File: src/rtl/mem_port_arbiter_if.sv
// Bundle of request, response and memory-side signals for the unified
// memory port arbiter. The arbiter takes the slave view; the requesters
// plus the memory together form the master view.
interface mem_port_arbiter_if #(
    parameter int ADDR_W = 14,
    parameter int DATA_W = 32
);
    logic              if_req;
    logic [ADDR_W-1:0] if_addr;
    logic              if_ack;
    logic [DATA_W-1:0] if_rdata;
    logic              dm_req;
    logic              dm_we;
    logic [ADDR_W-1:0] dm_addr;
    logic [DATA_W-1:0] dm_wdata;
    logic              dm_ack;
    logic [DATA_W-1:0] dm_rdata;
    logic              mem_en;
    logic              mem_we;
    logic [ADDR_W-1:0] mem_addr;
    logic [DATA_W-1:0] mem_wdata;
    logic [DATA_W-1:0] mem_rdata;
    logic              stall_if;
    logic              stall_mem;
    logic              busy;

    modport slave (
        input  if_req, if_addr, dm_req, dm_we, dm_addr, dm_wdata, mem_rdata,
        output if_ack, if_rdata, dm_ack, dm_rdata,
        output mem_en, mem_we, mem_addr, mem_wdata,
        output stall_if, stall_mem, busy
    );

    modport master (
        output if_req, if_addr, dm_req, dm_we, dm_addr, dm_wdata, mem_rdata,
        input  if_ack, if_rdata, dm_ack, dm_rdata,
        input  mem_en, mem_we, mem_addr, mem_wdata,
        input  stall_if, stall_mem, busy
    );
endinterface

File: src/rtl/mem_port_arbiter.sv
// Arbiter for the single-ported unified memory shared by instruction fetch
// (IF) and the load/store unit (DM). One access at a time: sample requests
// in IDLE, issue one command cycle, wait out the fixed read latency, then
// pulse the winner's ack. DM wins contention until it has taken
// MAX_DATA_STREAK contested grants in a row, then a waiting IF gets through.
module mem_port_arbiter #(
    parameter int ADDR_W          = 14,
    parameter int DATA_W          = 32,
    parameter int MEM_LAT         = 2,
    parameter int MAX_DATA_STREAK = 4
) (
    input logic               clk,
    input logic               rst,
    mem_port_arbiter_if.slave bus
);
    localparam logic [3:0] LAT_LAST   = 4'(MEM_LAT - 1);
    localparam logic [3:0] STREAK_MAX = 4'(MAX_DATA_STREAK);

    typedef enum logic [1:0] {
        IDLE = 2'd0,
        CMD  = 2'd1,
        WAIT = 2'd2,
        RESP = 2'd3
    } state_t;

    state_t            state_r;
    state_t            state_s;
    logic [3:0]        cnt_r;
    logic [3:0]        streak_r;
    logic [3:0]        streak_s;
    logic              win_dm_r;
    logic              lat_we_r;
    logic              gnt_s;
    logic              gnt_dm_s;
    logic              gnt_we_s;
    logic              mem_en_r;
    logic              mem_we_r;
    logic [ADDR_W-1:0] mem_addr_r;
    logic [DATA_W-1:0] mem_wdata_r;
    logic [DATA_W-1:0] if_rdata_r;
    logic [DATA_W-1:0] dm_rdata_r;
    logic              if_ack_r;
    logic              dm_ack_r;

    // Pick the winner among the requests seen this cycle; only acted on in IDLE
    always_comb begin
        gnt_s    = 1'b0;
        gnt_dm_s = 1'b0;
        streak_s = streak_r;
        if (state_r == IDLE) begin
            if (bus.if_req && bus.dm_req) begin
                gnt_s = 1'b1;
                if (streak_r < STREAK_MAX) begin
                    gnt_dm_s = 1'b1;
                    streak_s = streak_r + 4'd1;
                end else begin
                    gnt_dm_s = 1'b0;
                    streak_s = 4'd0;
                end
            end else if (bus.if_req) begin
                gnt_s    = 1'b1;
                gnt_dm_s = 1'b0;
                streak_s = 4'd0;
            end else if (bus.dm_req) begin
                gnt_s    = 1'b1;
                gnt_dm_s = 1'b1;
                streak_s = streak_r;
            end else begin
                gnt_s    = 1'b0;
                gnt_dm_s = 1'b0;
            end
        end else begin
            gnt_s    = 1'b0;
            gnt_dm_s = 1'b0;
        end
        gnt_we_s = gnt_dm_s & bus.dm_we;
    end

    // Next-state logic of the access sequencer
    always_comb begin
        state_s = state_r;
        case (state_r)
            IDLE: begin
                if (gnt_s) begin
                    state_s = CMD;
                end else begin
                    state_s = IDLE;
                end
            end
            CMD: begin
                if (lat_we_r) begin
                    state_s = RESP;
                end else begin
                    state_s = WAIT;
                end
            end
            WAIT: begin
                if (cnt_r == 4'd0) begin
                    state_s = RESP;
                end else begin
                    state_s = WAIT;
                end
            end
            RESP:    state_s = IDLE;
            default: state_s = IDLE;
        endcase
    end

    // State register
    always_ff @(posedge clk or negedge rst) begin
        if (!rst) begin
            state_r <= IDLE;
        end else begin
            state_r <= state_s;
        end
    end

    // Grant bookkeeping: winner id, latched direction, DM streak, latency count
    always_ff @(posedge clk or negedge rst) begin
        if (!rst) begin
            win_dm_r <= 1'b0;
            lat_we_r <= 1'b0;
            streak_r <= 4'd0;
            cnt_r    <= 4'd0;
        end else begin
            if (gnt_s) begin
                win_dm_r <= gnt_dm_s;
                lat_we_r <= gnt_we_s;
                streak_r <= streak_s;
            end
            if (state_r == CMD) begin
                cnt_r <= LAT_LAST;
            end else if ((state_r == WAIT) && (cnt_r != 4'd0)) begin
                cnt_r <= cnt_r - 4'd1;
            end
        end
    end

    // Memory command, read-data capture and ack pulses, all registered
    always_ff @(posedge clk or negedge rst) begin
        if (!rst) begin
            mem_en_r    <= 1'b0;
            mem_we_r    <= 1'b0;
            mem_addr_r  <= '0;
            mem_wdata_r <= '0;
            if_rdata_r  <= '0;
            dm_rdata_r  <= '0;
            if_ack_r    <= 1'b0;
            dm_ack_r    <= 1'b0;
        end else begin
            // The command registers double as the address/data latch so
            // mem_addr/mem_wdata simply hold after the command cycle.
            mem_en_r <= gnt_s;
            mem_we_r <= gnt_we_s;
            if (gnt_s) begin
                mem_addr_r <= gnt_dm_s ? bus.dm_addr : bus.if_addr;
                if (gnt_dm_s) begin
                    mem_wdata_r <= bus.dm_wdata;
                end
            end
            if ((state_r == WAIT) && (cnt_r == 4'd0)) begin
                if (win_dm_r) begin
                    dm_rdata_r <= bus.mem_rdata;
                end else begin
                    if_rdata_r <= bus.mem_rdata;
                end
            end
            if_ack_r <= (state_s == RESP) && !win_dm_r;
            dm_ack_r <= (state_s == RESP) && win_dm_r;
        end
    end

    assign bus.mem_en    = mem_en_r;
    assign bus.mem_we    = mem_we_r;
    assign bus.mem_addr  = mem_addr_r;
    assign bus.mem_wdata = mem_wdata_r;
    assign bus.if_rdata  = if_rdata_r;
    assign bus.dm_rdata  = dm_rdata_r;
    assign bus.if_ack    = if_ack_r;
    assign bus.dm_ack    = dm_ack_r;
    assign bus.stall_if  = bus.if_req & ~if_ack_r;
    assign bus.stall_mem = bus.dm_req & ~dm_ack_r;
    assign bus.busy      = (state_r != IDLE);
endmodule

File: src/flat_wrapper.sv
// flat-port wrapper written by rule: the top's interface ports become plain ports
module mem_port_arbiter_flat 
#(
    parameter int ADDR_W          = 14,
    parameter int DATA_W          = 32,
    parameter int MEM_LAT         = 2,
    parameter int MAX_DATA_STREAK = 4
)
  (clk, rst, bus_if_req, bus_if_addr, bus_dm_req, bus_dm_we, bus_dm_addr, bus_dm_wdata, bus_mem_rdata, bus_if_ack, bus_if_rdata, bus_dm_ack, bus_dm_rdata, bus_mem_en, bus_mem_we, bus_mem_addr, bus_mem_wdata, bus_stall_if, bus_stall_mem, bus_busy);
  mem_port_arbiter_if #(.ADDR_W(ADDR_W), .DATA_W(DATA_W)) bus_i ();
  input logic clk;
  input logic rst;
  input wire logic [$bits(bus_i.if_req)-1:0] bus_if_req;
  input wire logic [$bits(bus_i.if_addr)-1:0] bus_if_addr;
  input wire logic [$bits(bus_i.dm_req)-1:0] bus_dm_req;
  input wire logic [$bits(bus_i.dm_we)-1:0] bus_dm_we;
  input wire logic [$bits(bus_i.dm_addr)-1:0] bus_dm_addr;
  input wire logic [$bits(bus_i.dm_wdata)-1:0] bus_dm_wdata;
  input wire logic [$bits(bus_i.mem_rdata)-1:0] bus_mem_rdata;
  output wire logic [$bits(bus_i.if_ack)-1:0] bus_if_ack;
  output wire logic [$bits(bus_i.if_rdata)-1:0] bus_if_rdata;
  output wire logic [$bits(bus_i.dm_ack)-1:0] bus_dm_ack;
  output wire logic [$bits(bus_i.dm_rdata)-1:0] bus_dm_rdata;
  output wire logic [$bits(bus_i.mem_en)-1:0] bus_mem_en;
  output wire logic [$bits(bus_i.mem_we)-1:0] bus_mem_we;
  output wire logic [$bits(bus_i.mem_addr)-1:0] bus_mem_addr;
  output wire logic [$bits(bus_i.mem_wdata)-1:0] bus_mem_wdata;
  output wire logic [$bits(bus_i.stall_if)-1:0] bus_stall_if;
  output wire logic [$bits(bus_i.stall_mem)-1:0] bus_stall_mem;
  output wire logic [$bits(bus_i.busy)-1:0] bus_busy;
  assign bus_i.if_req = bus_if_req;
  assign bus_i.if_addr = bus_if_addr;
  assign bus_i.dm_req = bus_dm_req;
  assign bus_i.dm_we = bus_dm_we;
  assign bus_i.dm_addr = bus_dm_addr;
  assign bus_i.dm_wdata = bus_dm_wdata;
  assign bus_i.mem_rdata = bus_mem_rdata;
  assign bus_if_ack = bus_i.if_ack;
  assign bus_if_rdata = bus_i.if_rdata;
  assign bus_dm_ack = bus_i.dm_ack;
  assign bus_dm_rdata = bus_i.dm_rdata;
  assign bus_mem_en = bus_i.mem_en;
  assign bus_mem_we = bus_i.mem_we;
  assign bus_mem_addr = bus_i.mem_addr;
  assign bus_mem_wdata = bus_i.mem_wdata;
  assign bus_stall_if = bus_i.stall_if;
  assign bus_stall_mem = bus_i.stall_mem;
  assign bus_busy = bus_i.busy;
  mem_port_arbiter #(.ADDR_W(ADDR_W), .DATA_W(DATA_W), .MEM_LAT(MEM_LAT), .MAX_DATA_STREAK(MAX_DATA_STREAK)) u_core (.clk(clk), .rst(rst), .bus(bus_i));
endmodule
File: config.mk
export PLATFORM = sky130hd
export DESIGN_NAME = mem_port_arbiter_flat
export DESIGN_NICKNAME = d
export VERILOG_FILES = /design/src/rtl/mem_port_arbiter_if.sv /design/src/rtl/mem_port_arbiter.sv /design/src/flat_wrapper.sv
export SDC_FILE = /design/constraint.sdc
export NUM_CORES = 1
export LEC_CHECK = 0
export ABC_AREA = 0
export CAP_MARGIN = 30
export CORE_ASPECT_RATIO = 0.7
export CORE_UTILIZATION = 39
export CTS_CLUSTER_SIZE = 8
export DETAILED_ROUTE_END_ITERATION = 16
export PLACE_DENSITY = 0.77
export SETUP_SLACK_MARGIN = 0.2
export SLEW_MARGIN = 20
export SYNTH_ARGS = -nofsm -noshare
export SYNTH_HDL_FRONTEND = slang
export SYNTH_SLANG_ARGS = --single-unit
File: constraint.sdc
create_clock -name clk -period 1.9 [get_ports clk]
set_clock_uncertainty 0.15 [all_clocks]
set_input_delay 0.19 -clock clk [delete_from_list [all_inputs] [get_ports clk]]
set_output_delay 0.19 -clock clk [all_outputs]
set_load 0.01 [all_outputs]
==> key figures, run 1 <==
Synth
  – Synth Area per Inst: 14.8 um^2
  – Multiplexer share of the synthesized area: 0.228
  – Synthesized net count: 457
  – Synth Warn #: 0
  – Largest family of logic cells by synthesized area: multiplexers
  – Synth Cell Area: 0.00523 mm^2
  – Number of distinct library cells after synthesis: 37
  – Share of synthesized area occupied by flip-flops and latches: 0.603
  – Synth Area in Compound Gates: 0.0754
  – Synth Area in XOR/XNOR: 0.00168
  – Yosys reg bits: 126
  – Synth Area in Adders: 0.0144
  – Post-Synth Simple-Gate Area: 0.0364
  – Mapped Cells: 354

Detailed routing
  – Routed wire length: 15.5 mm
  – DRT iter0 DRCs: 197
  – Via density: 5.05
  – Drt wl/cell: 19.7 um
  – ANT nets after route: 0
  – Drt pass-1 iters: 4
  – DRC Markers: 0
  – Routed via count: 3987

Timing
  – Fin crit period: 1.92 ns
  – FMAX: 0.522 GHz
  – Relative slew margins: 0.753
  – Hold Violations, Final: 0
  – Final setup viols: 17
  – RSZ-0062 raised after global routing: yes
  – Fin worst setup slack: -0.0171 ns
  – Slew Limit Fails: 0
  – Part of the cycle the worst path needs: 1.01
  – Worst Tran Pin Value: 0.370 ns

Power and ir drop
  – Sequential cell fraction of total power: 0.306
  – Int Pwr: 11.1 mW
  – Sw Pwr: 4.89 mW
  – Leak pwr: 4.18 nW
  – Sw Share: 0.305
  – Combinational share of power: 0.490
  – Pwr/cell area: 1750 mW/mm^2
  – Total power: 16.0 mW
  – IR Drop Worst-Case VDD: 0.917 mV
  – Clk network pwr share: 0.204

Placed design
  – Cell Area, Placed: 0.00765 mm^2
  – DP Worst Slack: 0.00707 ns
  – IO buf count: 213
  – Placed Cells incl. Taps: 733
  – Routability cong.: 0.817
  – Post-DP HPWL: 9.46 mm

Floorplan
  – Starting Density: 0.411
  – Core ar.: 0.0127 mm^2
  – Die Ht: 98.9 um
  – Die W: 140 um
  – Die area: 0.0139 mm^2
  – Io pins: 214
  – Num rows: 34

Global route
  – Total Routing Usage GR: 0.211
  – Number of global-route vias before repair: 4163
  – Initial antenna violation count: 0
  – First-pass GRT wire length: 22.4 mm
  – Largest net degree at the start of global routing: 67
  – Gr ovfl total: 0

Worst setup path
  – CP arrival: 2.05 ns
  – R2R Path Start: u_core.state_r[0]
  – Crit. End Element: register
  – Worst setup SP type: register
  – Worst EP required: 2.03 ns
  – Worst path slowest cell: dfrtp_1
  – Critical path cell sequence: inv_2 > ha_4 > and4bb_4 > nor2b_4 > buf_12 > mux2_4
  – Beginning of the critical path: u_core.state_r[0]
  – Kind of critical path: reg -> reg
  – Crit-path max FO: 25
  – Max incr delay on CP: 0.39 ns

Clock tree
  – CTS H-tree lvls: 4
  – CTS Root Buffer Type: clkbuf_16
  – Num CTS Buffers: 17
  – Clock-pin transition on the worst setup and hold timing paths: 0.06 ns
  – Clock net sink count: 126
  – CTS tree: built
  – Clk Latency, worst-skew pair: 0.40 ns
  – Clock Tree Buf Depth: 2

Finish
  – Finished Layout Cells: 789
  – Most frequent cells in the layout: clkdlybuf4s50_1, dfrtp_1, mux2_4
  – Antenna diodes: 0
  – Most common cell after layout, fill and taps aside: clkdlybuf4s50_1
  – Filler cells: 819
  – Multi-input logic area: 0.00232 mm^2
  – Fin area: 0.00914 mm^2
  – Fraction of layout cells with a size suffix above 1: 0.341
  – Layout net count: 718
  – Storage element area: 0.00315 mm^2
  – Area delta synth->final: 74.9%

Status
  – Violated checks: negative setup slack
  – Status: finished with violations

Hold path
  – Hold_sp: bus_if_addr[0]
  – Worst min-delay path class: in -> reg

Flow run
  – Max-cap violations: 0
==> synthesized netlist by cell type <==
cell type,instances,share of area
a211oi_1,3,0.0043
nor2_1,16,0.011
nor2_2,1,0.0012
nand2_2,1,0.0012
buf_1,1,0.00072
ha_1,6,0.014
a2111oi_0,1,0.0017
nand3_1,2,0.0019
inv_1,8,0.0057
clkbuf_1,4,0.0029
nor2b_1,2,0.0024
nor2b_4,1,0.0026
a311oi_1,1,0.0017
and3_1,1,0.0012
or3b_2,2,0.0034
o211ai_1,1,0.0014
a21o_1,2,0.0029
xor2_1,1,0.0017
and4bb_4,1,0.0031
nand2_1,5,0.0036
mux2_4,30,0.086
and2_1,2,0.0024
a21oi_1,17,0.016
mux2_1,4,0.0086
o21a_1,1,0.0014
dfrtp_1,126,0.60
a41o_1,1,0.0019
a41oi_1,14,0.023
nor3_1,2,0.0019
o21bai_1,1,0.0014
buf_2,4,0.0038
buf_6,6,0.013
buf_4,2,0.0029
a22o_1,1,0.0017
mux2_2,62,0.13
buf_12,3,0.011
o21ai_0,18,0.017
==> per-layer routing <==
metal / share of wire / wire length [um] / track usage
met5: 0 / 0 / 0
met4: 0.0051 / 79 / 0.0609
met3: 0.067 / 1030 / 0.0671
met2: 0.49 / 7620 / 0.350
met1: 0.44 / 6790 / 0.266
==> registers in the layout (all words and copies together), names as in the netlist <==
| name | cells |
|---|---|
| u_core.bus.dm_rdata | 32 |
| u_core.bus.if_rdata | 32 |
| u_core.bus.mem_wdata | 32 |
| u_core.bus.mem_addr | 14 |
| u_core.cnt_r | 4 |
| u_core.streak_r | 4 |
| u_core.state_r | 2 |
| u_core.bus.dm_ack | 1 |
| u_core.bus.if_ack | 1 |
| u_core.bus.mem_en | 1 |
| u_core.bus.mem_we | 1 |
| u_core.lat_we_r | 1 |
| u_core.win_dm_r | 1 |
==> layout make-up <==
| cell class | count | share of cell area |
|---|---|---|
| tap | 162 | 0.0222 |
| clock buffer | 20 | 0.0500 |
| clock inverter | 11 | 0.0155 |
| sequential | 126 | 0.345 |
| multi-input combinational | 200 | 0.254 |
| timing repair buffer | 262 | 0.310 |
| inverter | 8 | 0.00383 |
==> critical path, delay by kind of cell, from the launching register on <==
family,cells,cell delay (ns)
flops,1,0.39
buf+inv,2,0.35
simple gates,2,0.42
fa+ha+maj,1,0.14
mux,1,0.32
==> power by group through the flow <==
stage / logic, mW / clock network [mW] / registers, mW
4_1_cts: 6.99 / 3.32 / 4.85
5_1_grt: 8.28 / 3.45 / 5.05
6_report: 7.85 / 3.26 / 4.90
3_5_place_dp: 6.44 / 0 / 4.82
2_1_floorplan: 2.41 / 0 / 5.32
3_3_place_gp: 6.28 / 0 / 4.75
==> logic make-up (layout without fill, tap and decap cells) <==
group	Yosys count	after routing
flops	126	126
buf+inv	28	301
fa+ha+maj	6	6
xor+xnor	1	1
simple gates	36	36
mux	96	96
compound gates	61	61
==> through the flow <==
stage	TNS, ns	util	hold WS, ns
5_1_grt	-2.47	0.719	0.205
4_1_cts	-0.00374	0.674	0.186
3_3_place_gp	0	0.602	-0.151
6_report	-0.116	0.719	0.205
2_1_floorplan	0	-	-0.256
3_5_place_dp	0	0.602	-0.148
==> timing repair <==
item | 4_1_cts | 5_1_grt
gates resized for setup | 45 | 110
endpoints found under the setup margin | 118 | 135
hold endpoints to repair | 126 | 0
pin swaps | 3 | 6
setup buffers | 4 | 11
hold buffers | 2 | 0
cloned | 5 | 3
==> path summary, 6_finish.rpt <==
kind,slack [ns],cells after the start,endpoint
worst min register to register,0.36,1,u_core.bus.dm_rdata[23]
worst max-delay path,-0.02,6,u_core.bus.if_rdata[3]
min in group asynchronous,0.22,3,u_core.bus.if_rdata[16]
max in group asynchronous,0.95,3,u_core.bus.if_rdata[20]
worst max register to register,-0.02,6,u_core.bus.if_rdata[3]
worst min-delay path,0.20,3,u_core.bus.mem_addr[0]
No activity file was read; power rests on OpenSTA's default activity.
==> run 2: changes to the inputs <==
- clock period: 1.9 -> 1.5 ns (I/O delays scaled with it)
==> key figures, run 2 (synthesis results as in run 1) <==
Global route
  – First-pass GRT wire length: 24.7 mm (was 22.4 mm)
  – Total Routing Usage GR: 0.234 (was 0.211)
  – Largest net degree at the start of global routing: 43 (was 67)
  – Gr ovfl total: 0 (unchanged)
  – Initial antenna violation count: 0 (unchanged)
  – Number of global-route vias before repair: 4562 (was 4163)

Placed design
  – IO buf count: 213 (unchanged)
  – Routability cong.: 0.761 (was 0.817)
  – Cell Area, Placed: 0.00774 mm^2 (was 0.00765 mm^2)
  – Post-DP HPWL: 9.29 mm (was 9.46 mm)

Clock tree
  – CTS tree: built (unchanged)
  – Clk Latency, worst-skew pair: 0.40 ns (about the same)
  – Num CTS Buffers: 17 (unchanged)
  – Clock Tree Buf Depth: 2 (unchanged)
  – CTS Root Buffer Type: clkbuf_16 (unchanged)
  – CTS H-tree lvls: 4 (unchanged)
  – Clock net sink count: 126 (unchanged)
  – Clock-pin transition on the worst setup and hold timing paths: 0.06 ns (about the same)

Detailed routing
  – Drt wl/cell: 19.1 um (was 19.7 um)
  – Drt pass-1 iters: 4 (unchanged)
  – ANT nets after route: 0 (unchanged)
  – DRC Markers: 0 (unchanged)
  – DRT iter0 DRCs: 151 (was 197)
  – Via density: 5.03 (was 5.05)
  – Routed via count: 4197 (was 3987)
  – Routed wire length: 16.0 mm (was 15.5 mm)

Timing
  – Fin crit period: 1.93 ns (was 1.92 ns)
  – Worst Tran Pin Value: 0.505 ns (was 0.370 ns)
  – Final setup viols: 125 (was 17)
  – FMAX: 0.519 GHz (was 0.522 GHz)
  – Fin Setup TNS: -41.90 ns (was -0.116 ns)
  – Relative slew margins: 0.663 (was 0.753)
  – Part of the cycle the worst path needs: 1.28 (was 1.01)
  – Slew Limit Fails: 0 (unchanged)
  – Fin worst setup slack: -0.426 ns (was -0.0171 ns)
  – Hold Violations, Final: 0 (unchanged)
  – Worst Hold Slack: 0.0551 ns (was 0.205 ns)
  – RSZ-0062 raised after global routing: yes (unchanged)

Worst setup path
  – Worst EP required: 1.64 ns (was 2.03 ns)
  – Kind of critical path: reg -> reg (unchanged)
  – Worst setup SP type: register (unchanged)
  – CP delay by family, top: buffers and inverters (was simple AND/OR/NAND/NOR gates)
  – Crit. End Element: register (unchanged)
  – Worst Path Buf+Inv: 3 (was 2)
  – Critical path cell sequence: inv_2 > ha_4 > and4bb_4 > nor2b_4 > buf_6 > clkbuf_16 > mux2_4 (was inv_2 > ha_4 > and4bb_4 > nor2b_4 > buf_12 > mux2_4)
  – Worst path slowest cell: dfrtp_1 (unchanged)
  – CP arrival: 2.07 ns (was 2.05 ns)
  – Crit-path max FO: 5 (was 25)
  – Max incr delay on CP: 0.39 ns (about the same)

Status
  – Violated checks: negative setup slack (unchanged)
  – Status: finished with violations (unchanged)

Floorplan
  – Io pins: 214 (unchanged)
  – Die W: 140 um (unchanged)
  – Core ar.: 0.0127 mm^2 (unchanged)
  – Num rows: 34 (unchanged)
  – Die Ht: 98.9 um (unchanged)
  – Die area: 0.0139 mm^2 (unchanged)
  – Starting Density: 0.411 (unchanged)

Finish
  – Storage element area: 0.00315 mm^2 (unchanged)
  – Area delta synth->final: 74.2% (was 74.9%)
  – Layout net count: 763 (was 718)
  – Multi-input logic area: 0.00236 mm^2 (was 0.00232 mm^2)
  – Most frequent cells in the layout: dfrtp_1, buf_2, clkdlybuf4s50_1 (was clkdlybuf4s50_1, dfrtp_1, mux2_4)
  – Utilization after layout: 0.716 (was 0.719)
  – Most common cell after layout, fill and taps aside: dfrtp_1 (was clkdlybuf4s50_1)
  – Filler cells: 825 (was 819)
  – Fin area: 0.00910 mm^2 (was 0.00914 mm^2)
  – Fraction of layout cells with a size suffix above 1: 0.591 (was 0.341)
  – Antenna diodes: 0 (unchanged)

Power and ir drop
  – Pwr/cell area: 2220 mW/mm^2 (was 1750 mW/mm^2)
  – Leak pwr: 4.16 nW (was 4.18 nW)
  – IR Drop Worst-Case VDD: 1.08 mV (was 0.917 mV)
  – Total power: 20.2 mW (was 16.0 mW)

Hold path
  – Worst min-delay path class: in -> async (was in -> reg)

Flow run
  – Max-cap violations: 0 (unchanged)
==> run 2: cell types whose count changed in the layout (fill, tap and decap cells not counted), sizes merged <==
cell           change
dlygate4sd2        -3
clkdlybuf4s50     -94
clkbuf             +2
dlygate4sd3        -1
buf              +161
dlymetal6s2s      -19
clkinvlp           +1
clkinv             -1
==> run 2: report_power, final <==
part / leakage [nW] / internal (mW) / switching [mW]
combinational: 2.38 / 5.62 / 4.19
clock: 0.301 / 2.77 / 1.52
sequential: 1.48 / 5.11 / 1.00
total: 4.16 / 13.5 / 6.72
==> run 2: worst paths after layout <==
check                                         from                      end  slack (ns)  depth (start not counted)
setup / recovery                 u_core.state_r[0]   u_core.bus.if_rdata[5]       -0.43                          7
hold / removal                                 rst  u_core.bus.dm_rdata[15]        0.06                          2
setup reg to reg                 u_core.state_r[0]   u_core.bus.if_rdata[5]       -0.43                          7
hold reg to reg            u_core.bus.dm_rdata[16]  u_core.bus.dm_rdata[16]        0.35                          1
max in group asynchronous                      rst   u_core.bus.dm_rdata[9]        0.58                          3
min in group clk                    bus_if_addr[0]   u_core.bus.mem_addr[0]        0.16                          3
==> run 2: stage by stage <==
| step | cells | setup slack, ns |
|---|---|---|
| 2_1_floorplan | 354 | -0.320 |
| 3_3_place_gp | 746 | -0.367 |
| 6_report | 835 | -0.426 |
| 5_1_grt | 835 | -0.498 |
| 3_5_place_dp | 746 | -0.499 |
| 4_1_cts | 821 | -0.408 |
==> run 2: worst register-to-register path: cells and delay by family (launching register included) <==
| family | cells | cell delay [ns] |
|---|---|---|
| AND/OR/NAND/NOR | 2 | 0.42 |
| multiplexers | 1 | 0.29 |
| buffers and inverters | 3 | 0.42 |
| flip-flops | 1 | 0.39 |
| adder cells (fa/ha/maj) | 1 | 0.15 |
==> run 2: what timing repair did <==
| action | CTS | global route |
|---|---|---|
| endpoints found under the setup margin | 242 | 129 |
| hold buffers | 1 | 0 |
| setup buffers | 33 | 11 |
| pin swaps | 15 | 16 |
| gates cloned | 9 | 3 |
| gates resized for setup | 571 | 65 |
| endpoints found under the hold margin | 126 | 0 |
==> run 2: layer usage <==
| layer | vias up | track usage | part of all wire |
|---|---|---|---|
| li1 | 1887 | - | - |
| met2 | 171 | 0.385 | 0.49 |
| met1 | 2112 | 0.293 | 0.43 |
| met5 | - | 0 | 0 |
| met4 | 0 | 0.0854 | 0.022 |
| met3 | 27 | 0.0734 | 0.066 |
==> run 2: area by class of cell <==
cell class                 count  area share
inverter                       8     0.00371
multi-input combinational    200       0.260
timing repair buffer         307       0.300
tap                          162      0.0223
clock inverter                11      0.0151
sequential                   126       0.346
clock buffer                  21      0.0528
==> run 3: changes to the inputs <==
- ABC_CLOCK_PERIOD_IN_PS: unset -> 1500
- CORE_ASPECT_RATIO: 0.7 -> 1.25
==> key figures, run 3 (synthesis results as in run 1) <==
Placed design
  – IO buf count: 213 (unchanged)
  – DP Worst Slack: -0.443 ns (was -0.499 ns)
  – Routability cong.: 0.749 (was 0.761)
  – Post-DP HPWL: 10.2 mm (was 9.29 mm)

Finish
  – Layout net count: 747 (was 763)
  – Area delta synth->final: 71.5% (was 74.2%)
  – Most common cell after layout, fill and taps aside: dfrtp_1 (unchanged)
  – Filler cells: 907 (was 825)
  – Fraction of layout cells with a size suffix above 1: 0.577 (was 0.591)
  – Most frequent cells in the layout: dfrtp_1, buf_2, clkdlybuf4s50_1 (unchanged)

Timing
  – RSZ-0062 raised after global routing: yes (unchanged)
  – Fin worst setup slack: -0.452 ns (was -0.426 ns)
  – Relative slew margins: 0.770 (was 0.663)
  – Final setup viols: 125 (unchanged)
  – Fin Setup TNS: -43.10 ns (was -41.90 ns)
  – Hold Violations, Final: 0 (unchanged)
  – Worst Tran Pin Value: 0.346 ns (was 0.505 ns)
  – Part of the cycle the worst path needs: 1.30 (was 1.28)
  – Slew Limit Fails: 0 (unchanged)
  – FMAX: 0.512 GHz (was 0.519 GHz)
  – Worst Hold Slack: 0.0530 ns (was 0.0551 ns)
  – Fin crit period: 1.95 ns (was 1.93 ns)

Floorplan
  – Die W: 106 um (was 140 um)
  – Starting Density: 0.405 (was 0.411)
  – Core ar.: 0.0129 mm^2 (was 0.0127 mm^2)
  – Io pins: 214 (unchanged)
  – Die Ht: 131 um (was 98.9 um)
  – Die area: 0.0139 mm^2 (about the same)
  – Num rows: 46 (was 34)

Worst setup path
  – CP arrival: 2.09 ns (was 2.07 ns)
  – Kind of critical path: reg -> reg (unchanged)
  – Worst setup SP type: register (unchanged)
  – Worst EP required: 1.64 ns (about the same)
  – Crit-path max FO: 6 (was 5)
  – Crit. End Element: register (unchanged)

Detailed routing
  – DRT iter0 DRCs: 151 (unchanged)
  – ANT nets after route: 0 (unchanged)
  – Routed wire length: 16.0 mm (about the same)
  – Via density: 5.03 (about the same)
  – DRC Markers: 0 (unchanged)
  – Drt wl/cell: 19.4 um (was 19.1 um)
  – Drt pass-1 iters: 4 (unchanged)
  – Routed via count: 4158 (was 4197)

Power and ir drop
  – IR Drop Worst-Case VDD: 1.16 mV (was 1.08 mV)
  – Leak pwr: 4.12 nW (was 4.16 nW)
  – Total power: 20.0 mW (was 20.2 mW)
  – Pwr/cell area: 2230 mW/mm^2 (was 2220 mW/mm^2)

Global route
  – Gr ovfl total: 0 (unchanged)
  – Largest net degree at the start of global routing: 45 (was 43)
  – Total Routing Usage GR: 0.233 (was 0.234)
  – First-pass GRT wire length: 24.7 mm (about the same)
  – Number of global-route vias before repair: 4538 (was 4562)
  – Initial antenna violation count: 1 (was 0)

Flow run
  – Max-cap violations: 0 (unchanged)

Status
  – Status: finished with violations (unchanged)
  – Violated checks: negative setup slack (unchanged)

Clock tree
  – Clock-pin transition on the worst setup and hold timing paths: 0.06 ns (about the same)
  – CTS Root Buffer Type: clkbuf_16 (unchanged)
  – Clk Latency, worst-skew pair: 0.41 ns (was 0.40 ns)
  – Num CTS Buffers: 17 (unchanged)
  – CTS H-tree lvls: 4 (unchanged)
  – Clock net sink count: 126 (unchanged)
  – Clock Tree Buf Depth: 2 (unchanged)
  – CTS tree: built (unchanged)

Hold path
  – Worst min-delay path class: in -> async (unchanged)
## run 3: worst max-delay path, stage by stage (launching register included)
cell	delay (ns)
dfrtp_1	0.39
inv_2	0.09
ha_4	0.14
and4bb_4	0.25
nor2b_4	0.23
buf_12	0.16
buf_12	0.13
mux2_4	0.30
## run 3: stage by stage
step | util | instances | area [um^2]
3_3_place_gp | 0.602 | 750 | 7760
4_1_cts | 0.672 | 819 | 8670
2_1_floorplan | - | 354 | 5290
3_5_place_dp | 0.602 | 750 | 7760
6_report | 0.695 | 826 | 8960
5_1_grt | 0.695 | 826 | 8960
## run 3: final cells by class
cell class	count	area (um^2)	area share
Clock inverter	13	188	0.0209
Multi-Input combinational cell	200	2380	0.265
Tap cell	168	210	0.0234
Antenna cell	1	2.50	0.000279
Inverter	8	33.8	0.00377
Timing Repair Buffer	291	2560	0.285
Clock buffer	19	443	0.0494
Sequential cell	126	3150	0.352
## run 3: worst paths after layout
| path | cells after the start | startpoint | slack [ns] | end |
|---|---|---|---|---|
| max in group asynchronous | 3 | rst | 0.51 | u_core.streak_r[0] |
| worst min-delay path | 2 | rst | 0.05 | u_core.bus.if_rdata[6] |
| worst max register to register | 7 | u_core.cnt_r[1] | -0.45 | u_core.bus.if_rdata[30] |
| min in group clk | 3 | bus_if_addr[5] | 0.16 | u_core.bus.mem_addr[5] |
| worst min register to register | 1 | u_core.bus.dm_rdata[20] | 0.35 | u_core.bus.dm_rdata[20] |
| worst max-delay path | 7 | u_core.cnt_r[1] | -0.45 | u_core.bus.if_rdata[30] |
## run 3: report_power, final
group	internal [mW]	switching [mW]	leakage [nW]
logic	5.42	4.07	2.34
registers	5.11	1.05	1.48
clock network	2.83	1.56	0.300
## run 3: metal layers
layer | share of wire | GRT usage | up-vias | wire (um)
met5 | 0 | 0 | - | 0
met4 | 0.034 | 0.103 | 0 | 550
met3 | 0.044 | 0.0565 | 33 | 702
met2 | 0.54 | 0.409 | 137 | 8600
met1 | 0.38 | 0.268 | 2132 | 6160
li1 | - | - | 1856 | -
## run 3: repair_timing
item / 4_1_cts / 5_1_grt
gates cloned: 7 / 1
pin swaps: 18 / 10
setup buffers: 29 / 5
hold endpoints to repair: 126 / 0
resized for setup: 580 / 46
setup endpoints to repair: 242 / 128
hold buffers: 1 / 0
